==> config.mk <==
export PLATFORM = sky130hd
export DESIGN_NAME = vga_timing_gen
export DESIGN_NICKNAME = d
export VERILOG_FILES = /design/src/rtl/vga_timing_gen.sv
export SDC_FILE = /design/constraint.sdc
export NUM_CORES = 1
export LEC_CHECK = 0
export BUFFER_PORTS_ARGS = -buffer_cell sky130_fd_sc_hd__buf_2
export CORE_UTILIZATION = 50
export CTS_CLUSTER_DIAMETER = 200
export DETAILED_ROUTE_END_ITERATION = 8
export GPL_TIMING_DRIVEN = 0
export PLACE_DENSITY = 0.74
export SYNTH_ARGS = -nofsm -noshare
export SYNTH_HDL_FRONTEND = slang
export SYNTH_SLANG_ARGS = --single-unit
==> constraint.sdc <==
create_clock -name vga_clk -period 2.2 [get_ports vga_clk]
set_input_delay 0.44 -clock vga_clk [delete_from_list [all_inputs] [get_ports vga_clk]]
set_output_delay 0.44 -clock vga_clk [all_outputs]
set_load 0.01 [all_outputs]
==> src/rtl/vga_timing_gen.sv <==
// vga_timing_gen: 640x480@60 scan timing (DrawX/DrawY, blank, hs, vs) with
// ce-qualified advance and PIPE_DELAY-deep delayed copies of blank/hs/vs.
// Optional macro VGA_FRAME_CNT_EN adds an 8-bit frame counter output.
module vga_timing_gen #(
  parameter int H_VISIBLE  = 640,
  parameter int H_FP       = 16,
  parameter int H_SYNC     = 96,
  parameter int H_BP       = 48,
  parameter int V_VISIBLE  = 480,
  parameter int V_FP       = 10,
  parameter int V_SYNC     = 2,
  parameter int V_BP       = 33,
  parameter int PIPE_DELAY = 2
) (
  input  logic       vga_clk,
  input  logic       reset_n,
  input  logic       ce,
  output logic [9:0] DrawX,
  output logic [9:0] DrawY,
  output logic       blank,
  output logic       hs,
  output logic       vs,
  output logic       frame_start,
  output logic       line_end,
  output logic       blank_d,
  output logic       hs_d,
  output logic       vs_d
`ifdef VGA_FRAME_CNT_EN
  ,
  output logic [7:0] frame_cnt
`endif
);

  localparam int H_TOTAL = H_VISIBLE + H_FP + H_SYNC + H_BP;
  localparam int V_TOTAL = V_VISIBLE + V_FP + V_SYNC + V_BP;

  // Decode thresholds are 11 bits so a 1024-wide region still compares correctly.
  localparam logic [10:0] H_VIS_END  = 11'(H_VISIBLE);
  localparam logic [10:0] H_SYNC_BEG = 11'(H_VISIBLE + H_FP);
  localparam logic [10:0] H_SYNC_END = 11'(H_VISIBLE + H_FP + H_SYNC);
  localparam logic [10:0] V_VIS_END  = 11'(V_VISIBLE);
  localparam logic [10:0] V_SYNC_BEG = 11'(V_VISIBLE + V_FP);
  localparam logic [10:0] V_SYNC_END = 11'(V_VISIBLE + V_FP + V_SYNC);
  localparam logic [9:0]  H_LAST     = 10'(H_TOTAL - 1);
  localparam logic [9:0]  V_LAST     = 10'(V_TOTAL - 1);

  if (H_TOTAL > 1024 || V_TOTAL > 1024) begin : g_bad_totals
    $error("vga_timing_gen: H_TOTAL and V_TOTAL must not exceed 1024");
  end
  if (PIPE_DELAY < 0 || PIPE_DELAY > 7) begin : g_bad_delay
    $error("vga_timing_gen: PIPE_DELAY must be in 0..7");
  end

  logic [9:0]  h_cnt;
  logic [9:0]  v_cnt;
  logic [10:0] h_ext;
  logic [10:0] v_ext;
  logic        vis_nxt;
  logic        hs_nxt;
  logic        vs_nxt;

  assign h_ext = {1'b0, h_cnt};
  assign v_ext = {1'b0, v_cnt};

  // Combinational decode of the counter position feeding the output register.
  always_comb begin
    vis_nxt = (h_ext < H_VIS_END) && (v_ext < V_VIS_END);
    hs_nxt  = !((h_ext >= H_SYNC_BEG) && (h_ext < H_SYNC_END));
    vs_nxt  = !((v_ext >= V_SYNC_BEG) && (v_ext < V_SYNC_END));
  end

  // Scan position counters: h wraps every line, v wraps with the last pixel of a frame.
  always_ff @(posedge vga_clk) begin
    if (!reset_n) begin
      h_cnt <= '0;
      v_cnt <= '0;
    end else if (ce) begin
      if (h_cnt == H_LAST) begin
        h_cnt <= '0;
        v_cnt <= (v_cnt == V_LAST) ? 10'd0 : v_cnt + 10'd1;
      end else begin
        h_cnt <= h_cnt + 10'd1;
      end
    end
  end

  // Output register: position and all decodes captured together so they never disagree.
  always_ff @(posedge vga_clk) begin
    if (!reset_n) begin
      DrawX       <= '0;
      DrawY       <= '0;
      blank       <= 1'b0;
      hs          <= 1'b1;
      vs          <= 1'b1;
      frame_start <= 1'b0;
      line_end    <= 1'b0;
    end else if (ce) begin
      DrawX       <= h_cnt;
      DrawY       <= v_cnt;
      blank       <= vis_nxt;
      hs          <= hs_nxt;
      vs          <= vs_nxt;
      frame_start <= (h_cnt == 10'd0) && (v_cnt == 10'd0);
      line_end    <= (h_cnt == H_LAST);
    end
  end

  if (PIPE_DELAY == 0) begin : g_no_delay
    assign blank_d = blank;
    assign hs_d    = hs;
    assign vs_d    = vs;
  end else begin : g_delay
    // Bit 0 holds the newest sample; the top bit is the delayed output.
    logic [PIPE_DELAY-1:0] blank_sr;
    logic [PIPE_DELAY-1:0] hs_sr;
    logic [PIPE_DELAY-1:0] vs_sr;

    // Delay lines shift on ce and hold otherwise; reset loads idle (blanked, syncs high).
    always_ff @(posedge vga_clk) begin
      if (!reset_n) begin
        blank_sr <= '0;
        hs_sr    <= '1;
        vs_sr    <= '1;
      end else if (ce) begin
        blank_sr <= PIPE_DELAY'({blank_sr, blank});
        hs_sr    <= PIPE_DELAY'({hs_sr, hs});
        vs_sr    <= PIPE_DELAY'({vs_sr, vs});
      end
    end

    assign blank_d = blank_sr[PIPE_DELAY-1];
    assign hs_d    = hs_sr[PIPE_DELAY-1];
    assign vs_d    = vs_sr[PIPE_DELAY-1];
  end

`ifdef VGA_FRAME_CNT_EN
  // Count entries into (0,0); the (0,0) right after reset is not an entry because
  // the output register already sits at (0,0).
  always_ff @(posedge vga_clk) begin
    if (!reset_n) begin
      frame_cnt <= '0;
    end else if (ce && (h_cnt == 10'd0) && (v_cnt == 10'd0) &&
                 !((DrawX == 10'd0) && (DrawY == 10'd0))) begin
      frame_cnt <= frame_cnt + 8'd1;
    end
  end
`endif

endmodule

## Yosys cells after proc, flatten, opt, wreduce, memory -nomap -nowiden

Index checks and enable logic that the tools add are counted.

- Flip-flop bits (word level): 51
- Input port bits: 3
- Word-level logic and storage cells: 33

- $add $sub $neg: 2
- $lt $le $gt $ge: 6
- Eq/ne operators: 2
- Mux-type cells: 2
- Reductions and logical operators: 9

Operators by type and width:

| operator | number |
|---|---|
| $add A10 B1 Y10 const B | 2 |
| $eq A10 B10 Y1 const B | 2 |
| $logic_not A10 Y1 | 2 |
| $lt A10 B10 Y1 const B | 2 |
| $lt A10 B9 Y1 const B | 2 |
| $mux W10 | 2 |
| $ge A10 B10 Y1 const B | 1 |
| $ge A10 B9 Y1 const B | 1 |
| $logic_and A1 B1 Y1 | 4 |
| $logic_not A1 Y1 | 2 |
| $reduce_and A2 Y1 | 1 |

## Longest topological paths before layout

- Depth in word-level cells: 3
- Mapped depth: 6
- Mapped depth without buffers: 6

## Worst setup path before layout

Ideal clock, no wire load.

- Path type: in2reg
- Start point: in ce
- End point: reg v_cnt[8]
- Library setup time: 0.116 ns
- Arrival: 1.385 ns
- Path slack: 0.699 ns
- Stages on the path: 5
- Path buffers: 1
- Cell sequence: buf_2 -> nand4_2 -> nor4_4 -> mux2i_1 -> nor2_1

- Cells in the longest elaborated chain, start to end: 1

RTL lines:

| what | RTL line | source |
|---|---|---|
| start: declaration | 17 | `input logic ce,` |
| $reduce_and A2 Y1 (no line) | -- |  |
| end signal: assignment | 80 | `v_cnt <= (v_cnt == V_LAST) ? 10'd0 : v_cnt + 10'd1;` |
| end: declaration | 55 | `logic [9:0] v_cnt;` |

No other way between the ends.
A chain may end at the register's enable or synchronous reset.

## Worst setup path after layout

- Start point: reg h_cnt[0]
- End point: reg v_cnt[8]

- Cells in the longest elaborated chain, start to end: 2

RTL lines:

| what | RTL line | source |
|---|---|---|
| start: declaration | 54 | `logic [9:0] h_cnt;` |
| start signal: assignment | 82 | `h_cnt <= h_cnt + 10'd1;` |
| $eq A10 B10 Y1 | 78 | `if (h_cnt == H_LAST) begin` |
| $reduce_and A2 Y1 (no line) | -- |  |

No other way between the ends.

==> metrics.md <==
| Metric | Value |
|---|---|
| Status | `finished, final reports clean` |
| Setup Buffers After CTS | `0` |
| Core box area | `roughly 4400 um^2` |
| Met3 WL post-DR | `approximately 200 um` |
| Slew @ Worst Pin | `about 0.47 ns` |
| Vias in the first global route | `1,672` |
| Maximum vdd drop | `0.000445 V` |
| Synth async-reset ratio | `0%` |
| Clk sink count | `51` |
| Share of cells above drive strength 1 | `between 20% and 30%` |
| Synth top area share | `44.3%` |
| Remaining antenna violation count | `0` |
| Grt ovf | `0` |
| DR WL/cell | `~15 um` |
| First-pass GRT wire length | `about 8100 um` |
| Final #Nets | `approximately 280` |
| CP required | `2.40 ns` |
| Post-route core utilization | `60.1%` |
| Max-Cap Viols | `0` |
| Hold worst-path end | `g_delay.vs_sr[1]` |
| Initial Util | `a little over half` |
| Share of the yosys chip area belonging to registers | `between 40% and 50%` |
| Final setup fails | `0` |
| Detailed placer's ending HPWL | `~3300 um` |
| Pwr Density | `around 640 nW/um^2` |
| CP Class | `flop to flop` |
| CTS H-Tree Depth | `2` |
| Post-Syn Nets | `240` |
| Crit Path Max Fanout | `5` |
| Wire length on met1 | `2320 um` |
| Filler cell count | `406` |
| CTS tree | `yes` |
| Synth area leader | `dfxtp_1` |
| Mapped Cells | `about 230` |
| Slew Limit Fails | `0` |
| Die Height | `69.9 um` |
| Seq cells post-synth | `a little over 50` |
| Clock buffer depth | `2` |
| Chip width | `69.9 um` |
| Max Freq | `a little under 600 MHz` |
| Reg2Reg Depth | `5` |
| Largest net degree at the start of global routing | `16` |
| RSZ-0062 raised after global routing | `false` |
| Top layer in use | `met4` |
| Detail Route met2 WL | `around 2100 um` |
| Clock root buffer master | `clkbuf_8` |
| Netlist cell types | `45` |
| TritonCTS buffer count | `5` |
| Netlist Area Pre-Place | `between 2000 and 2500 um^2` |
| Cell Area, Placed | `between 2000 and 3000 um^2` |
| Remaining DRCs | `0` |
| First-pass DRT Iterations | `4` |
| Leakage power | `1.12 nW` |
| CP arrival | `between 1.5 and 2 ns` |
| Worst Skew | `between 0.004 and 0.005 ns` |
| R2R setup slack | `slightly above 0.5 ns` |
| Synth area leaders | `dfxtp_1 (44%), mux2i_1 (12%), nor2b_1 (6.5%), nand3_1 (2.8%), xor2_1 (2.7%)` |
| Number of synthesis warnings | `0` |
| Die ar. | `about 4900 um^2` |
| Hold Crit Depth | `2` |
| Most used DFF post-synth | `dfxtp_1` |
| Syn Area/Cell | `about 10 um^2` |
| Antenna violations before repair | `0` |
| Setup crit end kind | `flop` |
| # IOs | `31` |
| DR vias/cell | `5.42` |
| Crit share post-route | `about three quarters` |
| Tot GR Track Use | `21.2%` |
| Fin. Hold Viols | `0` |
| Reg clk slew, reported paths | `roughly 0.090 ns` |
| Vias post-DR | `around 1,800` |
| TNS Setup | `0 ns` |
| Synth-to-Final Area Change | `14.5%` |
| R2r endpoint | `v_cnt[8]` |
| Post-route non-filler standard cell count | `~320` |
| Slew HR | `between 60% and 70%` |
| Min Clock Period, post-route | `about 1.7 ns` |
| Total power | `~1.7 mW` |
| CTS Hold Bufs | `0` |
| Fin area | `~2600 um^2` |
| Final antenna diode count | `0` |
| PortBufs | `30` |
| Worst Hold Class | `flop to flop` |
| Gpl congestion | `roughly 0.83` |
| Post-CTS resize count | `0` |
| Reg area | `~1000 um^2` |
| Hold Crit Start | `g_delay.vs_sr[1]` |
| Setup crit start kind | `flop` |
| WL final | `between 4000 and 5000 um` |
| Initial DRC Count | `110` |
| EDFF count, synth | `0` |
| Worst-Skew Late Latency | `approximately 0.3 ns` |
| Row count | `24` |
| Multi-input logic area | `between 1000 and 1500 um^2` |
| Placed Cells | `roughly 320` |
| Reg-to-Reg Start | `h_cnt[0]` |
==> state kept, by name, summed over array words and instances (netlist names), 2 cells and up <==
name,count
DrawY,10
h_cnt,10
g_delay.hs_sr,2
v_cnt,10
DrawX,10
g_delay.vs_sr,2
g_delay.blank_sr,2
==> stage by stage <==
stage / hold slack, ns / setup WS [ns]
6_report: 0.482 / 0.508
5_1_grt: 0.506 / 0.326
4_1_cts: 0.485 / 0.496
3_5_place_dp: 0.461 / 0.423
3_3_place_gp: 0.449 / 0.426
2_1_floorplan: 0.441 / 0.699
==> cells in the mapped netlist (2+ instances only) <==
| library cell | n |
|---|---|
| a21boi_0 | 3 |
| and2_1 | 6 |
| and3_1 | 3 |
| and4_2 | 2 |
| buf_2 | 4 |
| clkbuf_1 | 4 |
| dfxtp_1 | 51 |
| ha_1 | 4 |
| inv_1 | 7 |
| mux2i_1 | 27 |
| nand2_1 | 14 |
| nand3_1 | 13 |
| nand4_1 | 4 |
| nand4b_1 | 2 |
| nor2_1 | 15 |
| nor2b_1 | 24 |
| nor3_1 | 2 |
| nor4_1 | 4 |
| o21ai_0 | 7 |
| or3_1 | 2 |
| xnor2_1 | 5 |
| xor2_1 | 7 |
==> per-layer routing <==
metal	vias up	GRT usage [%]
li1	879	-
met1	822	29.3
met2	43	32.6
met3	6	4.47
met4	0	8.00
met5	-	0
==> worst max-delay path, stage by stage, from the launching register on <==
cell and delay (ns):
dfxtp_1 0.41, ha_1 0.26, nand4_2 0.24, nor4_4 0.40
mux2i_1 0.22, nor2_1 0.06
==> power by group <==
part | internal [mW] | switching [mW] | leakage (nW)
logic | 0.0345 | 0.0461 | 0.644
registers | 0.930 | 0.00744 | 0.412
clock network | 0.368 | 0.295 | 0.0612
==> layout make-up <==
cell class | instances | share of cell area (%)
buffer | 12 | 2.75
clock buffer | 6 | 3.13
clock inverter | 2 | 1.33
inverter | 7 | 0.997
multi-input combinational | 163 | 44.9
sequential | 51 | 38.7
tap | 52 | 2.47
timing repair buffer | 30 | 5.70
==> placed cells by master (no fill, tap or decap), drive strengths merged, types with 2 or more instances in the layout <==
cell type	netlist	routed
and4	3	3
clkbuf	6	12
and3	3	3
xnor2	5	5
or3	2	2
nand4b	2	2
nand4	6	6
nand2	14	14
a21boi	3	3
nor2b	24	24
o21ai	8	8
nor2	15	15
nor3	2	2
mux2i	27	27
a21oi	2	2
buf	6	36
xor2	7	7
dfxtp	51	51
ha	4	4
and2	6	6
nand3	13	13
nor4	6	6
inv	7	7
==> worst max path at each step <==
stage / startpoint / to / slack [ns] / cells past startpoint
global placement: ce / v_cnt[8] / 0.43 / 6
finish: h_cnt[0] / v_cnt[8] / 0.51 / 5
global route: h_cnt[0] / v_cnt[7] / 0.33 / 5
detailed placement: ce / v_cnt[8] / 0.42 / 6
CTS: h_cnt[0] / v_cnt[8] / 0.50 / 5
floorplan: ce / v_cnt[8] / 0.70 / 5
==> kinds of logic (layout without fill, tap and decap cells) <==
kind of cell    count (synthesis)  in the layout  share of synthesized area, %
xor+xnor                       12             12                          4.57
buf+inv                        19             57                          4.29
simple gates                  102            102                          27.8
compound gates                 18             18                          5.11
flops                          51             51                          44.3
fa+ha+maj                       4              4                          2.17
mux                            27             27                          11.7
Power figures use the tool's default switching activity.
